`src/rtl/s1494_pkg.sv`:
```
// Shared types and constants for the s1494 sequential shell and its cone bank.
// Bit positions name the primary-input and next-state vectors seen by the cones.
package s1494_pkg;

   typedef logic [5:0] state_t;
   typedef logic [7:0] pi_t;

   localparam int PI_CLR = 7;
   localparam int NS_V7  = 0;
   localparam int NS_V8  = 1;
   localparam int NS_V9  = 2;
   localparam int NS_V10 = 3;
   localparam int NS_V11 = 4;
   localparam int NS_V12 = 5;

   typedef enum logic [1:0] {IDLE, SETTLE, COMMIT} seq_st_t;

endpackage

```
`src/rtl/s1494_state_seq.sv`:
```
// Sequential shell for the s1494 next-state cones: registers the step inputs and
// present state, waits CONE_LAT cycles for the cones to settle, then commits ns_i.
module s1494_state_seq
   import s1494_pkg::*;
#(
   parameter int CONE_LAT = 2,
   parameter int CNT_W    = 16
) (
   input  logic             CK,
   input  logic             RST,
   input  logic             in_valid,
   output logic             in_ready,
   input  logic [7:0]       in_vec,
   input  logic             ld_valid,
   input  logic [5:0]       ld_state,
   output logic [7:0]       pi_o,
   output logic [5:0]       ps_o,
   input  logic [5:0]       ns_i,
   output logic             out_valid,
   output logic [CNT_W-1:0] step_cnt
);

   localparam logic [3:0] SETTLE_INIT = (CONE_LAT > 0) ? 4'(CONE_LAT - 1) : 4'd0;

   seq_st_t    st, st_nxt;
   logic [3:0] settle_cnt, settle_cnt_nxt;
   logic       accept, commit, load;

   always_ff @(posedge CK or posedge RST) begin
      if (RST) begin
         st         <= IDLE;
         settle_cnt <= 4'd0;
      end else begin
         st         <= st_nxt;
         settle_cnt <= settle_cnt_nxt;
      end
   end

   // Load wins over a step request; SETTLE ignores both request inputs.
   always_comb begin
      st_nxt         = st;
      settle_cnt_nxt = settle_cnt;
      accept         = 1'b0;
      commit         = 1'b0;
      load           = 1'b0;
      case (st)
         IDLE: begin
            if (ld_valid) begin
               load = 1'b1;
            end else if (in_valid) begin
               accept = 1'b1;
               if (CONE_LAT == 0) begin
                  st_nxt = COMMIT;
               end else begin
                  settle_cnt_nxt = SETTLE_INIT;
                  st_nxt         = SETTLE;
               end
            end
         end
         SETTLE: begin
            if (settle_cnt == 4'd0) st_nxt = COMMIT;
            else                    settle_cnt_nxt = settle_cnt - 4'd1;
         end
         COMMIT: begin
            commit = 1'b1;
            st_nxt = IDLE;
         end
         default: st_nxt = IDLE;
      endcase
   end

   assign in_ready = (st == IDLE) && !ld_valid && !RST;

   // ns_i is only looked at in COMMIT, so unsettled cone outputs never reach ps_o.
   always_ff @(posedge CK or posedge RST) begin
      if (RST) begin
         pi_o      <= '0;
         ps_o      <= '0;
         out_valid <= 1'b0;
         step_cnt  <= '0;
      end else begin
         out_valid <= commit;
         if (accept) pi_o <= in_vec;
         if (load)        ps_o <= ld_state;
         else if (commit) ps_o <= ns_i;
         if (commit) step_cnt <= step_cnt + CNT_W'(1);
      end
   end

endmodule

```
`config.mk`:
```
export PLATFORM = sky130hd
export DESIGN_NAME = s1494_state_seq
export DESIGN_NICKNAME = d
export VERILOG_FILES = /design/src/rtl/s1494_pkg.sv /design/src/rtl/s1494_state_seq.sv
export SDC_FILE = /design/constraint.sdc
export NUM_CORES = 1
export LEC_CHECK = 0
export ABC_CLOCK_PERIOD_IN_PS = 1850
export CAP_MARGIN = 20
export CORE_MARGIN = 1
export CORE_UTILIZATION = 44
export DETAILED_ROUTE_END_ITERATION = 7
export HOLD_SLACK_MARGIN = 0.02
export MAX_ROUTING_LAYER = met4
export PLACE_DENSITY = 0.78
export SYNTH_ARGS = -nofsm -noshare
export SYNTH_HDL_FRONTEND = slang
export SYNTH_SLANG_ARGS = --single-unit
```
`constraint.sdc`:
```
create_clock -name CK -period 1.85 [get_ports CK]
set_input_delay 0.37 -clock CK [delete_from_list [all_inputs] [get_ports CK]]
set_output_delay 0.37 -clock CK [all_outputs]
set_load 0.1 [all_outputs]
```
After elaboration in Yosys (flattened, before gate mapping):

Cells that the tools add are included.

* reductions and logical operators: 10
* equal/unequal tests: 6
* multiplexer cells: 16
* $add $sub $neg: 2

Operators with widths (count)
* adder 16 x 1 -> 16 bit, second input constant: 1
* two-way mux 4 bit: 3
* two-way mux 6 bit: 2
* != test 2 bit, second input constant: 4
* case mux 4 bit (2 select lines): 1
* two-way mux 1 bit: 6
* two-way mux 2 bit: 3
* zero test 4 bit: 1
* case mux 2 bit (2 select lines): 1
* AND reduction 4 bit: 1
* nonzero test 2 bit: 2
* subtractor 4 x 1 -> 4 bit, second input constant: 1
* AND reduction 3 bit: 1
* equality test 2 x 1 -> 1 bit, second input constant: 1
* equality test 2 bit, second input constant: 1
* logical AND 1 bit: 2
* zero test 1 bit: 2
* zero test 2 bit: 1

* bits in registers: 37
* output and inout bits: 32
* word-level logic and storage cells: 40

Logic depth before layout (Yosys ltp):

* word-level depth: 4
* depth in mapped cells: 6

Worst setup path before layout:

Ideal clock, no wire load.

* path kind: register to output
* start: register st[1]
* end: output port in_ready
* path buffers: 1
* cell stages (with the launch flop): 3
* setup slack: -2.039 ns
* arrival time: 3.519 ns
* cell sequence: dfrtp_1 > clkbuf_1 > nor4_1

* word-level cells in the longest chain between the ends: 3

RTL lines
* start: declaration: line s1494_state_seq.sv:25 `seq_st_t st, st_nxt;`
* start signal: assignment: line s1494_state_seq.sv:34 `st <= st_nxt;`
* zero test 2 bit: line s1494_state_seq.sv:72 `assign in_ready = (st == IDLE) && !ld_valid && !RST;`
* logical AND 1 bit (2 in a row): line s1494_state_seq.sv:72
* end: declaration: line s1494_state_seq.sv:12 `output logic in_ready,`

No other way between the ends.

Worst setup path in the final report:

* start: input port RST
* end: output port in_ready

* word-level cells in the longest chain between the ends: 2

RTL lines
* start: declaration: line s1494_state_seq.sv:10 `input logic RST,`
* zero test 1 bit (no source line)
* logical AND 1 bit: line s1494_state_seq.sv:72

No other way between the ends.

==> results.py <==
metrics = {
    "clock_network": {
        "clock_latency_ps": 340,
        "htreeDepth": 2,
        "clk_pin_slew_worst_paths_ps": 110,
        "cts_hold_buffers": 0,
        "cts_buffers": 5,
        "cts_tree": "built",
        "cts.sinks": 37,
        "cts_buffer_depth": 2,
        "cts_setup_buffers": 0,
        "cts_root_buf": "clkbuf_4",
    },
    "sta": {
        "fin_crit_ps": 1790,
        "finalSetupTns_ps": 0,
        "max_slew.worst_pin.slew_ps": 445,
        "hold_viol": 0,
        "maxSlewViolCount": 0,
        "holdWs_ps": 519,
        "rsz0062_at_grt": "no",
        "fmaxAchievable_mhz": 560,
        "fin_skew_ps": 10.2,
        "fin_crit_sh": 0.965,
        "setup_viol": 0,
        "slew_headroom": 0.703,
    },
    "placement": {
        "portBuffers": 55,
        "place.gp.congestion": 0.773,
        "hpwl_um": 2960,
    },
    "logic_synthesis": {
        "ys_async_sr_fraction": 1.00,
        "ys_seq_elements": 37,
        "syn_nets": 158,
        "avgSynthCellArea_sq_um": 12.1,
        "synth_edf_count": 0,
        "seq_area_frac_synth": 0.582,
        "synth.most_common_cell": "dfrtp_1",
        "synthCells": 131,
        "netlist_area_sq_um": 1590,
        "yosys.area.top_type_share": 0.582,
        "yosysWarnings": 0,
        "synthFlopType": "dfrtp_1",
        "yosys-top-cells-count": "37 x dfrtp_1, 12 x nand2_1, 12 x xnor2_1, 8 x mux2_1",
        "synthDistinctLibCells": 29,
        "yosysTopAreaCell": "dfrtp_1",
        "synthTopCellsByArea": "dfrtp_1 58%, xnor2_1 6.6%, mux2_1 5.7%",
    },
    "critical_path": {
        "crit_buf_inv": 2,
        "timing.rr.end": "settle_cnt[1]",
        "required_ps": 1480,
        "reg2reg_from": "settle_cnt[0]",
        "crit_chain": "clkdlybuf4s50_1, nor4_4, buf_12",
        "slowest_delay_ps": 470,
        "rr_worst_depth": 5,
        "cp.arrival_ps": 1420,
        "cp_top_family": "buffers and inverters",
        "worst-path-max-fanout": 2,
        "cp-start-kind": "input pin",
        "path_class": "in2out",
        "crit_slowest_cell": "clkdlybuf4s50_1",
        "worstSetupEndpointType": "primary output",
        "r2r_slack_ps": 170,
    },
    "global_routing": {
        "met1_usage": 0.250,
        "grt_overflow": 0,
        "grt_pass1_vias": 1298,
        "antenna_found_initial": 0,
        "grt_usage": 0.222,
        "grt_pass1_wl_um": 6310,
        "grt.met2_usage": 0.380,
        "busiest_layer": "met2",
        "grtUsageMet3": 0.0441,
        "grt_max_degree": 38,
    },
    "final_layout": {
        "drive_above_1_share": 0.314,
        "post-route-util": 0.767,
        "area_growth_pct": 63.6,
        "fillCellCount": 200,
        "final_nets": 220,
        "diodes": 0,
    },
    "routing": {
        "first_iter_violations": 38,
        "dr.pass1.iters": 4,
        "finalWirelength_um": 3680,
        "drc_errors": 0,
        "routedWlPerCell_um": 15.3,
        "ant_nets": 0,
        "via_per_inst": 5.16,
        "num_vias": 1239,
    },
    "min_path": {
        "min_from": "step_cnt[11]",
        "whs_endpoint": "step_cnt[11]",
        "hold_path.class": "reg2reg",
        "worst_hold_path.num_cells": 1,
    },
    "flow_run": {
        "drv_cap": 0,
    },
    "floorplanning": {
        "die_x_um": 62.1,
        "rows": 21,
        "core-area_sq_um": 3390,
        "fp.dieH_um": 62.1,
        "die_area_sq_um": 3860,
        "io_pins": 56,
        "start_util": 0.469,
    },
    "pwr": {
        "p_sw_frac": 0.511,
        "power_leakage_uw": 0.00115,
        "vdd_ir_drop_max_mv": 1.45,
        "power_frac_seq": 0.303,
        "combPwrFrac": 0.609,
        "switching_power_uw": 2300,
        "power_frac_clock": 0.089,
        "intPower_uw": 2200,
        "power_density_nw_per_um2": 1730,
    },
    "outcome": {
        "status": "completed",
    },
}
-- metal layers --
layer,part of all wire,vias to the layer above
met3,0.034,8
met1,0.39,627
li1,-,577
met2,0.56,27
met5,0,-
met4,0.016,0
-- area by class of cell --
| type | count | area, sq um | share of cell area |
|---|---|---|---|
| Tap cell | 46 | 57.6 | 0.0221 |
| Sequential cell | 37 | 941 | 0.362 |
| Inverter | 3 | 11.3 | 0.00433 |
| Multi-Input combinational cell | 87 | 652 | 0.251 |
| Clock buffer | 6 | 41.3 | 0.0159 |
| Clock inverter | 2 | 10.0 | 0.00385 |
| Timing Repair Buffer | 59 | 888 | 0.342 |
-- worst max path at each step --
stage                           to  depth (start not counted)     start  slack [ps]
after floorplan           in_ready                          2     st[0]        -140
after global placement    in_ready                          4  ld_valid          50
after detailed placement   pi_o[5]                          4  ld_valid           9
after CTS                 in_ready                          4  ld_valid          10
after global routing      in_ready                          2     st[0]           9
final                     in_ready                          3       RST          60
-- logic make-up (layout without fill, tap and decap cells) --
group	after synthesis	count (layout)	share of synthesized area
AO/OA/AOI/OAI	14	14	0.0567
AND/OR/NAND/NOR	43	43	0.152
XOR/XNOR	17	17	0.0936
flip-flops	37	37	0.582
buffers and inverters	7	70	0.0189
adder cells (fa/ha/maj)	3	3	0.0236
multiplexers	10	10	0.0732
-- placed cells by master (no fill, tap or decap), drive strengths merged, types with 2 or more instances in the layout --
| master | instances |
|---|---|
| o21ai | 6 |
| and4 | 3 |
| nand2 | 12 |
| nand4 | 2 |
| nor2 | 6 |
| xnor2 | 12 |
| buf | 36 |
| mux2 | 10 |
| inv | 3 |
| nand3 | 6 |
| clkdlybuf4s50 | 23 |
| xor2 | 5 |
| nor2b | 2 |
| clkinv | 2 |
| clkbuf | 6 |
| dfrtp | 37 |
| ha | 3 |
| and3 | 4 |
| a22oi | 6 |
-- power by group through the flow --
stage | sequential, uW | clock [uW] | combinational (uW)
2_1_floorplan | 2540 | 0 | 504
3_3_place_gp | 1350 | 0 | 2690
3_5_place_dp | 1370 | 0 | 2760
4_1_cts | 1360 | 409 | 2760
5_1_grt | 1390 | 450 | 2840
6_report | 1360 | 400 | 2740
-- per-stage QoR --
step | total power [uW] | std cells | setup WS (ps) | cell area [sq um]
after CTS | 4530 | 240 | 10.9 | 2600
after global placement | 4050 | 232 | 52.7 | 2550
after global routing | 4680 | 240 | 9.41 | 2600
final | 4500 | 240 | 64.8 | 2600
after floorplan | 3040 | 131 | -139 | 1630
after detailed placement | 4130 | 232 | 9.13 | 2550
-- sequential cells by signal (all words and copies together), names as in the netlist --
name        flops
step_cnt       16
pi_o            8
st              2
settle_cnt      4
ps_o            6
out_valid       1
-- timing repair --
action | CTS | global route
setup endpoints to repair | 0 | 3
hold endpoints to repair | 0 | 0
gates resized for setup | 0 | 2
No activity file was read; power rests on OpenSTA's default activity.
